**src/rtl/pio_imem_arbiter_pkg.sv**
```systemverilog
// -----------------------------------------------------------------------------
// pio_pkg
//   Shared constants for the PIO instruction-memory slice: default SM count,
//   instruction address/data widths, the 3-bit major opcodes used to build
//   instruction words, and the modulo helper used by the round-robin picker.
// -----------------------------------------------------------------------------
package pio_pkg;

  localparam int NUM_SM      = 4;
  localparam int IMEM_ADDR_W = 5;
  localparam int INSTR_W     = 16;

  // Major opcode lives in instr[15:13]; an all-zero word is "JMP 0, always".
  localparam logic [2:0] OP_JMP  = 3'b000;
  localparam logic [2:0] OP_WAIT = 3'b001;
  localparam logic [2:0] OP_SET  = 3'b111;

  // Single-step wrap: callers only ever pass v in [0, 2*n).
  function automatic int rr_wrap(input int v, input int n);
    return (v >= n) ? v - n : v;
  endfunction

endpackage

```
**src/rtl/pio_imem_arbiter_if.sv**
```systemverilog
// -----------------------------------------------------------------------------
// pio_imem_arbiter_if
//   Host program-load port plus the per-SM fetch port of the shared PIO
//   instruction memory.
//   master : host / SM side  (drives write + fetch requests, sees grants/data)
//   slave  : arbiter side
//   Signals:
//     host_wr_en/addr/data, host_wr_ready  - host write, accepted on en & ready
//     sm_req, sm_addr                      - per-SM level request, packed addrs
//                                            (SM i at [i*ADDR_W +: ADDR_W])
//     sm_gnt                               - one-hot grant, same cycle as req
//     sm_rvalid, sm_rdata                  - registered fetch response
//     busy                                 - any request or response in flight
// -----------------------------------------------------------------------------
interface pio_imem_arbiter_if #(
  parameter int NUM_SM = pio_pkg::NUM_SM,
  parameter int ADDR_W = pio_pkg::IMEM_ADDR_W,
  parameter int DATA_W = pio_pkg::INSTR_W
);

  logic                     host_wr_en;
  logic [ADDR_W-1:0]        host_wr_addr;
  logic [DATA_W-1:0]        host_wr_data;
  logic                     host_wr_ready;
  logic [NUM_SM-1:0]        sm_req;
  logic [NUM_SM*ADDR_W-1:0] sm_addr;
  logic [NUM_SM-1:0]        sm_gnt;
  logic [NUM_SM-1:0]        sm_rvalid;
  logic [DATA_W-1:0]        sm_rdata;
  logic                     busy;

  modport master (
    output host_wr_en, host_wr_addr, host_wr_data, sm_req, sm_addr,
    input  host_wr_ready, sm_gnt, sm_rvalid, sm_rdata, busy
  );

  modport slave (
    input  host_wr_en, host_wr_addr, host_wr_data, sm_req, sm_addr,
    output host_wr_ready, sm_gnt, sm_rvalid, sm_rdata, busy
  );

endinterface

```
**src/rtl/pio_imem_arbiter_rr_arbiter.sv**
```systemverilog
// -----------------------------------------------------------------------------
// pio_rr_arbiter
//   Generic combinational round-robin picker.
//   req     in   NUM_REQ  request vector
//   ptr     in   PTR_W    index searched first; search wraps modulo NUM_REQ
//   gnt     out  NUM_REQ  one-hot grant (zero when no request)
//   ptr_nxt out  PTR_W    winner + 1 (mod NUM_REQ), or ptr when nothing granted
// -----------------------------------------------------------------------------
module pio_rr_arbiter #(
  parameter int NUM_REQ = 4,
  parameter int PTR_W   = $clog2(NUM_REQ)
) (
  input  logic [NUM_REQ-1:0] req,
  input  logic [PTR_W-1:0]   ptr,
  output logic [NUM_REQ-1:0] gnt,
  output logic [PTR_W-1:0]   ptr_nxt
);

  import pio_pkg::rr_wrap;

  logic             found;
  logic [PTR_W-1:0] idx;

  // NOTE: every output of this block gets a default before the loop, so no
  // path leaves a variable unassigned and no latch is inferred.
  always_comb begin
    gnt     = '0;
    ptr_nxt = ptr;
    found   = 1'b0;
    idx     = '0;
    for (int i = 0; i < NUM_REQ; i++) begin
      idx = PTR_W'(rr_wrap(int'(ptr) + i, NUM_REQ));
      if (!found && req[idx]) begin
        found    = 1'b1;
        gnt[idx] = 1'b1;
        ptr_nxt  = PTR_W'(rr_wrap(int'(idx) + 1, NUM_REQ));
      end
    end
  end

endmodule

```
**src/rtl/pio_imem_arbiter.sv**
```systemverilog
// -----------------------------------------------------------------------------
// pio_imem_arbiter
//   Shared 2**ADDR_W x DATA_W PIO instruction memory with a single read port
//   time-shared round-robin between NUM_SM state machines, plus a host write
//   port for program load. An accepted host write wins the cycle outright.
//   Ports:
//     clk  - clock, all state on posedge
//     rst  - asynchronous, active-high reset (clears memory to JMP 0)
//     bus  - pio_imem_arbiter_if.slave (host write + per-SM fetch signals)
//   Build option:
//     PIO_IMEM_STARVE_GUARD_EN - when defined, after 4 consecutive accepted
//       writes with a fetch pending, host_wr_ready drops for one cycle so the
//       SMs get a read slot. Undefined: host_wr_ready is tied high.
// -----------------------------------------------------------------------------
module pio_imem_arbiter #(
  parameter int NUM_SM = pio_pkg::NUM_SM,
  parameter int ADDR_W = pio_pkg::IMEM_ADDR_W,
  parameter int DATA_W = pio_pkg::INSTR_W
) (
  input logic              clk,
  input logic              rst,
  pio_imem_arbiter_if.slave bus
);

  import pio_pkg::OP_JMP;

  localparam int PTR_W = $clog2(NUM_SM);
  localparam int DEPTH = 2 ** ADDR_W;

  logic [DATA_W-1:0] mem [DEPTH];
  logic [PTR_W-1:0]  rr_ptr;
  logic [PTR_W-1:0]  rr_ptr_nxt;
  logic [NUM_SM-1:0] arb_req;
  logic [NUM_SM-1:0] gnt;
  logic [NUM_SM-1:0] rvalid;
  logic [DATA_W-1:0] rdata;
  logic [ADDR_W-1:0] rd_addr;
  logic              wr_ready;
  logic              wr_accept;

  // ---------------------------------------------------------------------------
  // Host write acceptance
  // ---------------------------------------------------------------------------
`ifdef PIO_IMEM_STARVE_GUARD_EN
  localparam logic [2:0] STREAK_MAX = 3'd4;

  logic [2:0] streak;

  // Ready drops exactly on the cycle the streak hits 4; that cycle has no
  // accepted write, so the counter clears and the next write is accepted.
  assign wr_ready = (streak != STREAK_MAX);

  // NOTE: sequential state uses non-blocking assignments so every register
  // samples pre-edge values regardless of block ordering.
  always_ff @(posedge clk or posedge rst) begin
    if (rst) begin
      streak <= '0;
    end else if (wr_accept && |bus.sm_req) begin
      streak <= streak + 3'd1;
    end else begin
      streak <= '0;
    end
  end
`else
  assign wr_ready = 1'b1;
`endif

  assign wr_accept = bus.host_wr_en & wr_ready;

  // ---------------------------------------------------------------------------
  // Read arbitration: a write cycle (or reset) offers no requests to the picker
  // ---------------------------------------------------------------------------
  assign arb_req = (rst || wr_accept) ? '0 : bus.sm_req;

  pio_rr_arbiter #(
    .NUM_REQ (NUM_SM),
    .PTR_W   (PTR_W)
  ) u_rr (
    .req     (arb_req),
    .ptr     (rr_ptr),
    .gnt     (gnt),
    .ptr_nxt (rr_ptr_nxt)
  );

  // Address of the granted SM (grant is one-hot, so OR-reduction is exact).
  always_comb begin
    rd_addr = '0;
    for (int i = 0; i < NUM_SM; i++) begin
      if (gnt[i]) begin
        rd_addr = rd_addr | bus.sm_addr[i*ADDR_W +: ADDR_W];
      end
    end
  end

  // ---------------------------------------------------------------------------
  // Instruction memory
  // ---------------------------------------------------------------------------
  // NOTE: the memory is reset word by word because SMs must fetch a defined
  // JMP 0 after reset; this forces flops rather than a RAM macro.
  always_ff @(posedge clk or posedge rst) begin
    if (rst) begin
      for (int i = 0; i < DEPTH; i++) begin
        mem[i] <= {OP_JMP, {(DATA_W-3){1'b0}}};
      end
    end else if (wr_accept) begin
      mem[bus.host_wr_addr] <= bus.host_wr_data;
    end
  end

  // ---------------------------------------------------------------------------
  // Pointer and registered fetch response
  // ---------------------------------------------------------------------------
  always_ff @(posedge clk or posedge rst) begin
    if (rst) begin
      rr_ptr <= '0;
      rvalid <= '0;
      rdata  <= '0;
    end else begin
      rr_ptr <= rr_ptr_nxt;
      rvalid <= gnt;
      if (|gnt) begin
        rdata <= mem[rd_addr];
      end
    end
  end

  assign bus.host_wr_ready = wr_ready;
  assign bus.sm_gnt        = gnt;
  assign bus.sm_rvalid     = rvalid;
  assign bus.sm_rdata      = rdata;
  assign bus.busy          = (|bus.sm_req) | (|rvalid);

endmodule

```
**src/flat_wrapper.sv**
```systemverilog
// flat-port wrapper written by rule: the top's interface ports become plain ports
module pio_imem_arbiter_flat import pio_pkg::OP_JMP;
#(
  parameter int NUM_SM = pio_pkg::NUM_SM,
  parameter int ADDR_W = pio_pkg::IMEM_ADDR_W,
  parameter int DATA_W = pio_pkg::INSTR_W
)
  (clk, rst, bus_host_wr_en, bus_host_wr_addr, bus_host_wr_data, bus_sm_req, bus_sm_addr, bus_host_wr_ready, bus_sm_gnt, bus_sm_rvalid, bus_sm_rdata, bus_busy);
  pio_imem_arbiter_if #(.NUM_SM(NUM_SM), .ADDR_W(ADDR_W), .DATA_W(DATA_W)) bus_i ();
  input logic clk;
  input logic rst;
  input wire logic [$bits(bus_i.host_wr_en)-1:0] bus_host_wr_en;
  input wire logic [$bits(bus_i.host_wr_addr)-1:0] bus_host_wr_addr;
  input wire logic [$bits(bus_i.host_wr_data)-1:0] bus_host_wr_data;
  input wire logic [$bits(bus_i.sm_req)-1:0] bus_sm_req;
  input wire logic [$bits(bus_i.sm_addr)-1:0] bus_sm_addr;
  output wire logic [$bits(bus_i.host_wr_ready)-1:0] bus_host_wr_ready;
  output wire logic [$bits(bus_i.sm_gnt)-1:0] bus_sm_gnt;
  output wire logic [$bits(bus_i.sm_rvalid)-1:0] bus_sm_rvalid;
  output wire logic [$bits(bus_i.sm_rdata)-1:0] bus_sm_rdata;
  output wire logic [$bits(bus_i.busy)-1:0] bus_busy;
  assign bus_i.host_wr_en = bus_host_wr_en;
  assign bus_i.host_wr_addr = bus_host_wr_addr;
  assign bus_i.host_wr_data = bus_host_wr_data;
  assign bus_i.sm_req = bus_sm_req;
  assign bus_i.sm_addr = bus_sm_addr;
  assign bus_host_wr_ready = bus_i.host_wr_ready;
  assign bus_sm_gnt = bus_i.sm_gnt;
  assign bus_sm_rvalid = bus_i.sm_rvalid;
  assign bus_sm_rdata = bus_i.sm_rdata;
  assign bus_busy = bus_i.busy;
  pio_imem_arbiter #(.NUM_SM(NUM_SM), .ADDR_W(ADDR_W), .DATA_W(DATA_W)) u_core (.clk(clk), .rst(rst), .bus(bus_i));
endmodule
```
**config.mk**
```make
export PLATFORM = sky130hd
export DESIGN_NAME = pio_imem_arbiter_flat
export DESIGN_NICKNAME = d
export VERILOG_FILES = /design/src/rtl/pio_imem_arbiter_pkg.sv /design/src/rtl/pio_imem_arbiter_if.sv /design/src/rtl/pio_imem_arbiter_rr_arbiter.sv /design/src/rtl/pio_imem_arbiter.sv /design/src/flat_wrapper.sv
export SDC_FILE = /design/constraint.sdc
export NUM_CORES = 1
export LEC_CHECK = 0
export ABC_AREA = 0
export CAP_MARGIN = 10
export CORE_ASPECT_RATIO = 0.75
export CORE_UTILIZATION = 56
export CTS_CLUSTER_DIAMETER = 100
export DETAILED_ROUTE_END_ITERATION = 16
export GPL_TIMING_DRIVEN = 0
export MAX_ROUTING_LAYER = met4
export PLACE_DENSITY = 0.74
export SLEW_MARGIN = 20
export SYNTH_ARGS = -nofsm -noshare
export SYNTH_HDL_FRONTEND = slang
export SYNTH_SLANG_ARGS = --single-unit
```
**constraint.sdc**
```tcl
create_clock -name clk -period 19.3 [get_ports clk]
set_input_delay 3.86 -clock clk [delete_from_list [all_inputs] [get_ports clk]]
set_output_delay 3.86 -clock clk [all_outputs]
set_load 0.02 [all_outputs]
```
# Yosys cells after proc, flatten, opt, wreduce, memory -nomap -nowiden

Index checks and enable logic that the tools add are counted.

Add/subtract/negate cells: 15
Order comparisons: 19
Multiplexer cells: 46
Bitwise operators: 9
Reductions and logical operators: 16

Operator list:

| operator                                            | number |
|---|---|
| bitwise mux 512 bit                                 | 1 |
| binary-select mux 16 bit (select 5 bit)             | 1 |
| demux 16 bit (select 5 bit)                         | 1 |
| 2-to-1 mux 16 bit                                   | 3 |
| 2-to-1 mux 2 bit                                    | 12 |
| >= comparator 3 bit, second input constant          | 7 |
| 2-to-1 mux 4 bit                                    | 5 |
| 2-to-1 mux 5 bit                                    | 4 |
| subtractor 2 x 1 -> 2 bit, second input constant    | 8 |
| adder 2 x 1 -> 3 bit, second input constant         | 5 |
| OR 5 bit                                            | 3 |
| >= comparator 6 bit, second input constant          | 2 |
| < comparator 2 x 3 -> 1 bit, second input constant  | 4 |
| NOT 5 -> 6 bit                                      | 2 |
| OR 4 bit                                            | 3 |
| OR reduction 4 bit                                  | 3 |
| 2-to-1 mux 1 bit                                    | 11 |
| binary-select mux 1 bit (select 2 bit)              | 4 |
| demux 1 bit (select 2 bit)                          | 4 |
| >= comparator 2 x 1 -> 1 bit, second input constant | 4 |
| logical AND 1 bit                                   | 8 |
| adder 2 x 2 -> 3 bit, second input constant         | 2 |
| < comparator 6 x 1 -> 1 bit, second input constant  | 1 |
| nonzero test 4 bit                                  | 1 |
| other kinds (4)                                     | 6 |

Bits in registers: 534
Input port bits: 48
Output and inout bits: 26
Logic and storage cells: 140

# Depth between registers and ports, before layout

Depth in word-level cells: 25
Gate-level depth with buffers: 17
Depth with buffers taken out: 12

# By module

Synthesis repeated with hierarchy kept, for this count alone.

Cells, all modules: 2043
Area, all modules: 25186.7 sq um

By module, submodules not included:

| module           | instances | cells each | area an instance (sq um) | sequential area each (sq um) |
|---|---|---|---|---|
| pio_imem_arbiter | 1         | 1984       | 24681.2                  | 13362.8 |
| pio_rr_arbiter   | 1         | 59         | 505.5                    | 0.0 |

# Worst setup path after synthesis

OpenSTA, ideal clock, no wires.

Path type: input to output
Start point: input port bus_sm_req[1]
End point: output port bus_sm_gnt[0]
Arrival time: 5492 ps
Data required time: 15440 ps
Path slack: 9948 ps
Stages: 5
Buffers on the path: 1
Cell sequence: clkbuf_1 -> mux2_2 -> a22oi_2 -> mux2_2 -> or3_1

Cells in the longest elaborated chain, start to end: 13
Elaborated cells on any way between the ends: 25
Those cells by class: mux (16); bitwise (3); reduce/logical (6)

Ends and longest elaborated chain:

| item                                   | RTL line                          | RTL |
|---|---|---|
| start: declaration                     | flat_wrapper.sv:15                | `input wire logic [$bits(bus_i.sm_req)-1:0] bus_sm_req;` |
| 2-to-1 mux 4 bit *                     | pio_imem_arbiter.sv:73            | `assign arb_req = (rst \|\| wr_accept) ? '0 : bus.sm_req;` |
| binary-select mux 1 bit (select 2 bit) | pio_imem_arbiter_rr_arbiter.sv:33 | `if (!found && req[idx]) begin` |
| 2-to-1 mux 1 bit (not written as such) | pio_imem_arbiter_rr_arbiter.sv:33 |  |
| 2-to-1 mux 1 bit                       | pio_imem_arbiter_rr_arbiter.sv:33 |  |
| logical NOT 1 bit                      | pio_imem_arbiter_rr_arbiter.sv:33 |  |
| logical AND 1 bit                      | pio_imem_arbiter_rr_arbiter.sv:33 |  |
| 2-to-1 mux 1 bit                       | pio_imem_arbiter_rr_arbiter.sv:33 |  |
| logical NOT 1 bit                      | pio_imem_arbiter_rr_arbiter.sv:33 |  |
| logical AND 1 bit                      | pio_imem_arbiter_rr_arbiter.sv:33 |  |
| 2-to-1 mux 1 bit                       | pio_imem_arbiter_rr_arbiter.sv:33 |  |
| logical NOT 1 bit                      | pio_imem_arbiter_rr_arbiter.sv:33 |  |
| logical AND 1 bit                      | pio_imem_arbiter_rr_arbiter.sv:33 |  |
| 2-to-1 mux 4 bit *                     | pio_imem_arbiter_rr_arbiter.sv:33 |  |
| end: declaration                       | flat_wrapper.sv:18                | `output wire logic [$bits(bus_i.sm_gnt)-1:0] bus_sm_gnt;` |

Mark *: on every way between the ends. The rest lies on a longest branch, timed or not. The select of a mux whose other input is x is not followed.

# Worst setup path in the final report

Start point: input port bus_host_wr_en
End point: output port bus_sm_gnt[2]

Cells in the longest elaborated chain, start to end: 14
Elaborated cells on any way between the ends: 26
Those cells by class: mux (16); bitwise (3); reduce/logical (7)

Ends and longest elaborated chain:

| item                                   | RTL line                          | RTL |
|---|---|---|
| start: declaration                     | flat_wrapper.sv:12                | `input wire logic [$bits(bus_i.host_wr_en)-1:0] bus_host_wr_en;` |
| logical OR 1 bit *                     | pio_imem_arbiter.sv:73            |  |
| 2-to-1 mux 4 bit *                     | pio_imem_arbiter.sv:73            |  |
| binary-select mux 1 bit (select 2 bit) | pio_imem_arbiter_rr_arbiter.sv:33 |  |
| 2-to-1 mux 1 bit (not written as such) | pio_imem_arbiter_rr_arbiter.sv:33 |  |
| 2-to-1 mux 1 bit                       | pio_imem_arbiter_rr_arbiter.sv:33 |  |
| logical NOT 1 bit                      | pio_imem_arbiter_rr_arbiter.sv:33 |  |
| logical AND 1 bit                      | pio_imem_arbiter_rr_arbiter.sv:33 |  |
| 2-to-1 mux 1 bit                       | pio_imem_arbiter_rr_arbiter.sv:33 |  |
| logical NOT 1 bit                      | pio_imem_arbiter_rr_arbiter.sv:33 |  |
| logical AND 1 bit                      | pio_imem_arbiter_rr_arbiter.sv:33 |  |
| 2-to-1 mux 1 bit                       | pio_imem_arbiter_rr_arbiter.sv:33 |  |
| logical NOT 1 bit                      | pio_imem_arbiter_rr_arbiter.sv:33 |  |
| logical AND 1 bit                      | pio_imem_arbiter_rr_arbiter.sv:33 |  |
| 2-to-1 mux 4 bit *                     | pio_imem_arbiter_rr_arbiter.sv:33 |  |

Marked as above.

==> metrics <==
status=finished clean; commonest cells after routing, fill and taps aside=dfrtp_1 (534), mux2_2 (520), nand2_1 (325); Worst Hold Class=register to register; worst r2r path cells=15; commonest non-fill, non-tap cell in the layout=dfrtp_1; largest net degree at the start of global routing=112; Worst path max stage delay=630 ps; Global Route Usage Sum=0.320; first-pass GRT wire length=110000 um; Final Max Tran Viols=0; Setup Crit Path Kind=input pin to primary output; DP HPWL=51900 um; H-tree Lvls=2; Netlist Area Pre-Place=25600 um2; Cell Chain, Critical Path=clkdlybuf4s50_1 -> buf_2 -> nor3b_1 -> a22oi_2 -> nor3b_1 -> or3_4 -> clkdlybuf4s50_1; Highest Clock Rate=94.6 MHz; Worst-Skew Late Latency=590 ps; DRC=0; Max clock buf depth=3; Critical Path RT=15440 ps; Core Rows=67; EDFF count, synth=0; Num CTS Buffers=51; Post-DRT Antenna Nets=0; Hold Slack=503 ps; pre-CTS setup slack=8730 ps; unrepaired setup endpoints after global routing=false; Layout Nets=2299; clock skew=15.9 ps; syn_nets=2173; Synth Register Bits=534; Pleak=12.9 nW; clock transition at the registers of the reported paths=60 ps; reg-to-reg critical path endpoint=u_core.bus.sm_rdata[7]$_DFFE_PP0P_; Max-Cap Viols=0; Seq/Total Area, Yosys=0.523; drt total wl=72000 um; Max-slew headroom=0.285; Distinct cells, synth=65; crit end category=primary output; Area Growth Syn to Fin=12.6%; Final Hold Viols=0; Critical Path Start Type=input pin; Final Util=0.642; DP Area=27100 um2; hold_buf cts=0; n_diodes=0; crit path time final=10570 ps; Core Box Area=44800 um2; critical path's slowest cell=nor3b_1; fin area=28800 um2; Reg2Reg Setup Slack=13990 ps; Die H=187 um; Avg WL per Cell=25.1 um; layout cells sized above 1=0.300; Via Count=18200; peak supply drop=0.0826 mV; vias in the first global route=18300; Ports=74; CTS resizes=0; crit path max fanout=10; Post-synth ARST share=1.00; Worst Slack Setup Final=8730 ps; total gr overflow=0; RR Startpoint=u_core.rr_ptr[0]$_DFFE_PP0P_; Placer Congestion=0.919; Hold Path Cell Cnt=1; CTS tree=built; I/O Buffers=68; # setup viols final=0; Arrival @ worst endpoint=6710 ps; crit share post-route=0.548; Post-CTS Setup Bufs=0; Synth Flop Type=dfrtp_1; setup TNS=0 ps; Syn Area/Cell=12.1 um2; first drt pass iteration count=6; Die W=249 um; Placed Cells=2777; CTS sink count=534; drt initial violations=1999; Initial Utilization=0.570; Total Power=3.92 mW; Power Density=136 nW/um2; Root Driver=clkbuf_16; Die ar.=46500 um2; Via-to-Cell Ratio=6.35; Hold Startpoint=u_core.mem[436]$_DFFE_PP0P_; initial antenna violation count=0; CP delay by family, top=buffers and inverters; Cells after Synth=2118; Final Instance Count excl. Fillers=2869; Hold EP=u_core.mem[436]$_DFFE_PP0P_; buffers plus inverters on the worst setup path=3; worst-margin pin slew=1070 ps; Synth warnings=0
registers in the layout, indices dropped and copies added, names as in the netlist:
name                  flops
u_core.bus.sm_rdata      16
u_core.bus.sm_rvalid      4
u_core.rr_ptr             2
u_core.mem              512
how the worst max path moves through the flow:
stage	cells after the start	slack [ps]	startpoint	end
after CTS	6	8750	bus_sm_req[3]	bus_sm_gnt[2]
after global routing	7	8580	bus_host_wr_en	bus_sm_gnt[2]
after global placement	3	-5010	rst	u_core.mem[468]$_DFFE_PP0P_
after detailed placement	6	8730	bus_sm_req[3]	bus_sm_gnt[2]
final	7	8730	bus_host_wr_en	bus_sm_gnt[2]
after floorplan	2	390	rst	u_core.bus.sm_rdata[0]$_DFFE_PP0P_
logic make-up (layout without fill, tap and decap cells):
group                      count (synthesis)  in the layout  synth area share
xor gates and xnor gates                   1              1          0.000343
other                                      1              1          0.000147
adders and majority gates                  7              7           0.00343
muxes                                    675            675             0.290
buffers and inverters                    174            339            0.0295
DFF                                      534            534             0.523
and+or+nand+nor                          548            548             0.102
AOI/OAI and AO/OA                        178            178            0.0520
power breakdown:
| group | switching, mW | leakage (nW) | internal, mW |
|---|---|---|---|
| Combinational | 0.881 | 5.27 | 0.556 |
| Clock | 0.432 | 0.816 | 0.565 |
| Sequential | 0.134 | 6.83 | 1.35 |
| Total | 1.45 | 12.9 | 2.47 |
worst register-to-register path: cells and delay by family (launching register included):
kind            cells  cell delay [ps]
buf+inv             5             1580
compound gates      4             1360
fa+ha+maj           1              440
simple gates        5             1300
flops               1              500
metal layers:
metal  share of wire  track usage
met1            0.45        0.466
met2            0.44        0.462
met3           0.080       0.0515
met4           0.031       0.0982
met5               0            -
synth_stat cells, types with 3 or more instances:
cell | n | area share
mux2i_1 | 153 | 0.060
buf_4 | 7 | 0.0021
a2111oi_0 | 4 | 0.0014
o21ai_0 | 28 | 0.0055
a21o_1 | 15 | 0.0044
a22o_1 | 4 | 0.0014
a221oi_2 | 10 | 0.0059
a22oi_1 | 37 | 0.011
buf_6 | 5 | 0.0022
ha_1 | 7 | 0.0034
clkbuf_1 | 121 | 0.018
a221oi_1 | 6 | 0.0021
and2_1 | 4 | 0.00098
or3_1 | 3 | 0.00073
o22ai_1 | 32 | 0.0078
nand4_1 | 20 | 0.0049
inv_1 | 4 | 0.00059
o32ai_1 | 4 | 0.0014
nor3_1 | 5 | 0.00098
or4b_2 | 3 | 0.0012
and3_1 | 31 | 0.0076
nor3b_1 | 9 | 0.0026
a31oi_1 | 16 | 0.0039
a21boi_0 | 4 | 0.0012
mux2_2 | 520 | 0.23
nand3b_1 | 3 | 0.00088
nor3b_2 | 3 | 0.0015
nand2_1 | 325 | 0.048
buf_1 | 8 | 0.0012
or2_2 | 4 | 0.00098
o31ai_1 | 5 | 0.0015
dfrtp_1 | 534 | 0.52
nor2_1 | 24 | 0.0035
buf_2 | 29 | 0.0057
nand3_1 | 86 | 0.017
nor2_2 | 3 | 0.00073
layout make-up:
type,instances,area (um2)
Buffer,170,738
Inverter,4,22.5
Sequential cell,534,13400
Tap cell,586,733
Multi-Input combinational cell,1410,11400
Timing Repair Buffer,73,818
Fill cell,3427,16100
Clock buffer,78,1510
Clock inverter,14,149
No activity file was read; power rests on OpenSTA's default activity.
